==> config.mk <==
export PLATFORM = sky130hd
export DESIGN_NAME = downsamp_ctrl_flat
export DESIGN_NICKNAME = d
export VERILOG_FILES = /design/src/rtl/downsamp_ctrl_if.sv /design/src/rtl/downsamp_ctrl.sv /design/src/flat_wrapper.sv
export SDC_FILE = /design/constraint.sdc
export NUM_CORES = 1
export LEC_CHECK = 0
export ABC_AREA = 1
export CAP_MARGIN = 30
export CORE_MARGIN = 2
export CORE_UTILIZATION = 35
export CTS_CLUSTER_SIZE = 10
export DETAILED_ROUTE_END_ITERATION = 8
export GPL_TIMING_DRIVEN = 0
export PLACE_DENSITY_LB_ADDON = 0.3
export SLEW_MARGIN = 10
export SYNTH_ARGS = -nofsm -noshare
export SYNTH_HDL_FRONTEND = slang
export SYNTH_SLANG_ARGS = --single-unit
==> constraint.sdc <==
create_clock -name clk_in -period 2.5 [get_ports clk_in]
set_clock_uncertainty 0.15 [all_clocks]
set_input_delay 0.375 -clock clk_in [delete_from_list [all_inputs] [get_ports clk_in]]
set_output_delay 0.375 -clock clk_in [all_outputs]
set_load 0.01 [all_outputs]
==> src/rtl/downsamp_ctrl_if.sv <==
// downsamp_ctrl_if: FIFO pop, accumulator strobes and output handshake between sequencer and datapath
interface downsamp_ctrl_if;
    logic fifo_empty;
    logic fifo_full;
    logic fifo_rd_en;
    logic acc_en;
    logic acc_first;
    logic acc_last;
    logic out_valid;
    logic out_ready;

    modport master (
        input  fifo_empty, fifo_full, out_ready,
        output fifo_rd_en, acc_en, acc_first, acc_last, out_valid
    );

    modport slave (
        output fifo_empty, fifo_full, out_ready,
        input  fifo_rd_en, acc_en, acc_first, acc_last, out_valid
    );
endinterface

==> src/rtl/downsamp_ctrl.sv <==
// downsamp_ctrl: sequences FIFO pops, accumulator strobes and output handshake for the decimator
module downsamp_ctrl #(
    parameter int SAMPLE_RATE = 4,
    parameter int LEN_WIDTH   = 16
) (
    input  logic                 clk_in,
    input  logic                 rst_in,
    input  logic                 start,
    input  logic                 abort,
    input  logic [LEN_WIDTH-1:0] capture_len,
    downsamp_ctrl_if.master      bus,
    output logic                 busy,
    output logic                 done,
    output logic                 overrun,
    output logic [LEN_WIDTH-1:0] out_count
);
    localparam int GW = SAMPLE_RATE == 0 ? 1 : SAMPLE_RATE;
    localparam logic [GW-1:0] GMAX = GW'((1 << SAMPLE_RATE) - 1);

    typedef enum logic [1:0] {IDLE, RUN, FLUSH, DONE} state_t;

    state_t               state, state_nx;
    logic [GW-1:0]        grp_cnt;
    logic [LEN_WIDTH-1:0] len_q;
    logic                 rd_pend, pend_first, pend_last, ov;
    logic                 grp_end, accept, rd, run_end;

    assign grp_end = grp_cnt == GMAX;
    assign accept  = state == IDLE && start && !abort;
    // the last read of a group waits until the output register is free at capture time
    assign rd      = state == RUN && !bus.fifo_empty && !abort && (!grp_end || !ov || bus.out_ready);
    assign run_end = rd && grp_end && len_q != '0 && out_count == len_q - LEN_WIDTH'(1);

    assign bus.fifo_rd_en = rd;
    assign bus.acc_en     = rd_pend;
    assign bus.acc_first  = pend_first;
    assign bus.acc_last   = pend_last;
    assign bus.out_valid  = ov;
    assign busy           = state == RUN || state == FLUSH;
    assign done           = state == DONE;

    // next-state selection; abort overrides everything
    always_comb begin
        state_nx = state;
        if (abort) state_nx = IDLE;
        else begin
            case (state)
                IDLE:    state_nx = start ? RUN : IDLE;
                RUN:     state_nx = run_end ? FLUSH : RUN;
                FLUSH:   state_nx = (!rd_pend && (!ov || bus.out_ready)) ? DONE : FLUSH;
                default: state_nx = IDLE;
            endcase
        end
    end

    // state register
    always_ff @(posedge clk_in or negedge rst_in) begin
        if (!rst_in) state <= IDLE;
        else state <= state_nx;
    end

    // run length latch, group position and completed-group count
    always_ff @(posedge clk_in or negedge rst_in) begin
        if (!rst_in) begin
            len_q     <= '0;
            grp_cnt   <= '0;
            out_count <= '0;
        end else if (accept) begin
            len_q     <= capture_len;
            grp_cnt   <= '0;
            out_count <= '0;
        end else if (rd) begin
            grp_cnt   <= grp_end ? '0 : grp_cnt + GW'(1);
            out_count <= grp_end ? out_count + LEN_WIDTH'(1) : out_count;
        end
    end

    // one-cycle read pipeline carrying first/last tags to the accumulator
    always_ff @(posedge clk_in or negedge rst_in) begin
        if (!rst_in) begin
            rd_pend    <= 1'b0;
            pend_first <= 1'b0;
            pend_last  <= 1'b0;
        end else begin
            rd_pend    <= rd;
            pend_first <= rd && grp_cnt == '0;
            pend_last  <= rd && grp_end;
        end
    end

    // output register occupancy: filled by acc_last, drained by handshake, flushed by abort
    always_ff @(posedge clk_in or negedge rst_in) begin
        if (!rst_in) ov <= 1'b0;
        else ov <= abort ? 1'b0 : pend_last ? 1'b1 : (ov && bus.out_ready) ? 1'b0 : ov;
    end

    // sticky overrun, cleared only by a new run
    always_ff @(posedge clk_in or negedge rst_in) begin
        if (!rst_in) overrun <= 1'b0;
        else overrun <= accept ? 1'b0 : (busy && bus.fifo_full) ? 1'b1 : overrun;
    end
endmodule

==> src/flat_wrapper.sv <==
// flat-port wrapper written by rule: the top's interface ports become plain ports
module downsamp_ctrl_flat 
#(
    parameter int SAMPLE_RATE = 4,
    parameter int LEN_WIDTH   = 16
)
  (clk_in, rst_in, start, abort, capture_len, busy, done, overrun, out_count, bus_fifo_empty, bus_fifo_full, bus_out_ready, bus_fifo_rd_en, bus_acc_en, bus_acc_first, bus_acc_last, bus_out_valid);
  downsamp_ctrl_if bus_i ();
  input  logic clk_in;
  input  logic rst_in;
  input  logic start;
  input  logic abort;
  input  logic [LEN_WIDTH-1:0] capture_len;
  output logic busy;
  output logic done;
  output logic overrun;
  output logic [LEN_WIDTH-1:0] out_count;
  input wire logic [$bits(bus_i.fifo_empty)-1:0] bus_fifo_empty;
  input wire logic [$bits(bus_i.fifo_full)-1:0] bus_fifo_full;
  input wire logic [$bits(bus_i.out_ready)-1:0] bus_out_ready;
  output wire logic [$bits(bus_i.fifo_rd_en)-1:0] bus_fifo_rd_en;
  output wire logic [$bits(bus_i.acc_en)-1:0] bus_acc_en;
  output wire logic [$bits(bus_i.acc_first)-1:0] bus_acc_first;
  output wire logic [$bits(bus_i.acc_last)-1:0] bus_acc_last;
  output wire logic [$bits(bus_i.out_valid)-1:0] bus_out_valid;
  assign bus_i.fifo_empty = bus_fifo_empty;
  assign bus_i.fifo_full = bus_fifo_full;
  assign bus_i.out_ready = bus_out_ready;
  assign bus_fifo_rd_en = bus_i.fifo_rd_en;
  assign bus_acc_en = bus_i.acc_en;
  assign bus_acc_first = bus_i.acc_first;
  assign bus_acc_last = bus_i.acc_last;
  assign bus_out_valid = bus_i.out_valid;
  downsamp_ctrl #(.SAMPLE_RATE(SAMPLE_RATE), .LEN_WIDTH(LEN_WIDTH)) u_core (.clk_in(clk_in), .rst_in(rst_in), .start(start), .abort(abort), .capture_len(capture_len), .bus(bus_i), .busy(busy), .done(done), .overrun(overrun), .out_count(out_count));
endmodule
==> impl_metrics.yaml <==
die:
  die_h_um: 91.5
  die_w_um: 91.5
  initial_core_util: 0.366
  io_pins: 47
  core_area_sq_um: 7330
  dieArea_sq_um: 8380
  rows: 31
sta:
  fmax_ghz: 0.426
  slew_violations: 0
  hold_viol: 0
  setup_viol: 0
  period_needed_ns: 2.35
  worst_slew_pin_slew_ns: 0.433
  setup_slack_ns: 0.152
  rsz0062_at_grt: "no"
  whs_ns: 0.359
  finalCritPeriodShare: 0.939
  timing.slew.headroom: 0.711
placement:
  place_ws_ns: -0.175
  place_area_sq_um: 3280
  place_inst: 508
  port_buffers: 46
  dp_hpwl_um: 5110
  gp_congestion: 0.798
cts:
  clock_latency_ns: 0.30
  cts_max_level: 2
  cts.path.max_buffers: 2
  cts-root-buf: "clkbuf_8"
  numCtsBuffers: 5
  cts_tree: "built"
  clk_pin_slew_ns: 0.08
  clock_sinks: 43
synth:
  synth_ff_type: "dfrtp_1"
  synth-simple-area-share: 0.339
  netlist-cell-type-count: 32
  async_flop_share: 1.00
  synth_cells: 362
  ys_ff_latch: 43
  synth_fp_nets: 394
  synth_top_family_by_area: "simple AND/OR/NAND/NOR gates"
  synthAdderAreaFrac: 0.0420
  synth_compound_area_frac: 0.0816
  synth-edff-count: 0
  syn_area_sq_um: 2680
  yosys-mux-area-fraction: 0
  seq_area_frac_synth: 0.401
  yosys.area_share.xor_xnor: 0.0686
  synth_warnings: 0
  avgSynthCellArea_sq_um: 7.41
final_layout:
  post-route-util: 0.463
  n_fill_cell: 740
  final_area_sq_um: 3390
  drive_above_1_share: 0.0740
  syn_to_final_growth_pct: 26.5
  final_nets: 450
  final_cells: 518
  n_antenna_cell: 0
outcome:
  outcome: "finished, final reports clean"
grt:
  grt_pass1_vias: 2388
  grt_start_max_net_pins: 28
  grtUsageTotal: 0.164
  grt_pass1_wl_um: 11200
  antenna_found_initial: 0
  grt_overflow: 0
routing:
  routed_wl_um: 6460
  drt_first_pass_iters: 4
  drc: 0
  dr_total_vias: 2432
  ant_nets: 0
  drt_iter0_markers: 109
  vias_per_cell: 4.69
  avgRoutedWirePerCell_um: 12.5
power_and_ir_drop:
  netSwitchingFraction: 0.326
  vdd_ir_drop_max_v: 0.000178
  p_sw_uw: 548
  p_leak_nw: 1.57
  pwr-share-seq: 0.490
  p_clk_frac: 0.258
  p_per_area_nw_per_um2: 495
  p_int_mw: 1.13
  comb_power_share: 0.252
setup_path:
  worstPathRequired_ns: 1.98
  cp_data_arrival_time_ns: 1.82
  cp_slowest_cell: "clkdlybuf4s50_1"
  start_kind: "flop"
  crit_chain: "ha_1 > nand3_2 > clkinv_2 > a21oi_4 > clkdlybuf4s50_1"
  max_stage_delay_ns: 0.54
  crit_buf_inv: 2
  cp_top_family: "buffers and inverters"
  endpoint_kind: "output port"
  path_max_fanout: 4
  path_class: "reg -> out"
min_path:
  hold_class: "reg -> reg"
job:
  drv_cap: 0
==> sequential cells by signal, summed over array words and instances, names as in the netlist <==
signal and cells:
u_core.overrun 1, u_core.bus.out_valid 1, u_core.bus.acc_last 1, u_core.out_count 16, u_core.bus.acc_first 1, u_core.len_q 16, u_core.state 2, u_core.bus.acc_en 1
u_core.grp_cnt 4
==> worst min-delay path, cell delays in order (launching register included) <==
cell and delay [ns]:
dfrtp_1 0.35, o21ai_0 0.08, inv_1 0.04
==> stage by stage <==
stage | TNS (ns) | power [mW]
after detailed placement | -0.178 | 1.26
final | 0 | 1.68
after CTS | 0 | 1.70
after floorplan | 0 | 1.11
after global routing | 0 | 1.79
after global placement | -12.44 | 1.25
==> Yosys cell counts, types with 2 or more instances <==
library cell  instances  area, sq um
nor3_2                3         30.0
nor3_1                4         20.0
xnor2_1              11         96.3
nand2_1             115          432
nand3_1              20          100
xor2_1               10         87.6
ha_1                  9          113
inv_1                41          154
o21ai_0              17         85.1
a21oi_1              12         60.1
nor2_1               42          158
o31ai_1               2         15.0
clkbuf_1              4         15.0
nor2_2                3         18.8
a31oi_1               2         12.5
nor2_4                3         33.8
nand2_2               2         12.5
nand3b_1              2         15.0
dfrtp_1              43         1080
nand3_4               2         35.0
nand4_1               4         25.0
==> layer usage <==
metal | track usage | vias up | routed length (um)
met5 | 0 | - | 0
met4 | 0.0518 | 0 | 74
met3 | 0.0257 | 5 | 157
met2 | 0.273 | 25 | 3120
met1 | 0.219 | 1147 | 3110
li1 | - | 1255 | -
==> final timing paths <==
kind / slack (ns) / endpoint / cells past startpoint / startpoint
min in group asynchronous: 0.39 / u_core.out_count[11] / 2 / rst_in
hold / removal: 0.36 / u_core.overrun / 2 / u_core.overrun
max in group asynchronous: 1.33 / u_core.state[0] / 3 / rst_in
hold reg to reg: 0.36 / u_core.overrun / 2 / u_core.overrun
setup / recovery: 0.15 / bus_fifo_rd_en / 5 / u_core.grp_cnt[0]
setup reg to reg: 0.36 / u_core.state[0] / 11 / u_core.state[1]
==> cell families (layout without fill, tap and decap cells) <==
| family | after synthesis | in the layout |
|---|---|---|
| and+or+nand+nor | 204 | 204 |
| AOI/OAI and AO/OA | 38 | 38 |
| DFF | 43 | 43 |
| adders and majority gates | 9 | 9 |
| buffers and inverters | 47 | 104 |
| xor gates and xnor gates | 21 | 21 |
==> power groups by stage <==
stage	sequential [mW]	combinational (mW)	clock (mW)
5_1_grt	0.833	0.493	0.468
2_1_floorplan	0.818	0.296	0
6_report	0.823	0.423	0.434
3_3_place_gp	0.834	0.412	0
4_1_cts	0.823	0.428	0.446
3_5_place_dp	0.837	0.423	0
==> cell usage in the layout (no fill, tap or decap), types with 5 or more instances in the layout <==
cell type and instances:
xnor2_1 11, clkbuf_1 6, nand2_1 115, o21ai_0 17
dfrtp_1 43, nor2_1 41, nand3_1 20, inv_1 40
ha_1 9, a21oi_1 11, clkdlybuf4s50_1 45, clkbuf_8 5
xor2_1 10
==> cell type report <==
cell class	instances	area (sq um)	share of cell area
Clock inverter	1	5.00	0.00147
Tap cell	99	124	0.0365
Clock buffer	7	76.3	0.0225
Inverter	42	159	0.0468
Sequential cell	43	1080	0.317
Buffer	5	22.5	0.00663
Multi-Input combinational cell	272	1440	0.424
Timing Repair Buffer	49	493	0.145
==> timing repair <==
action | CTS | global route
resized for setup | 2 | 2
endpoints found under the setup margin | 1 | 2
setup buffers | 1 | 0
endpoints found under the hold margin | 16 | 0
hold buffers | 1 | 0
No activity file was read; power rests on OpenSTA's default activity.
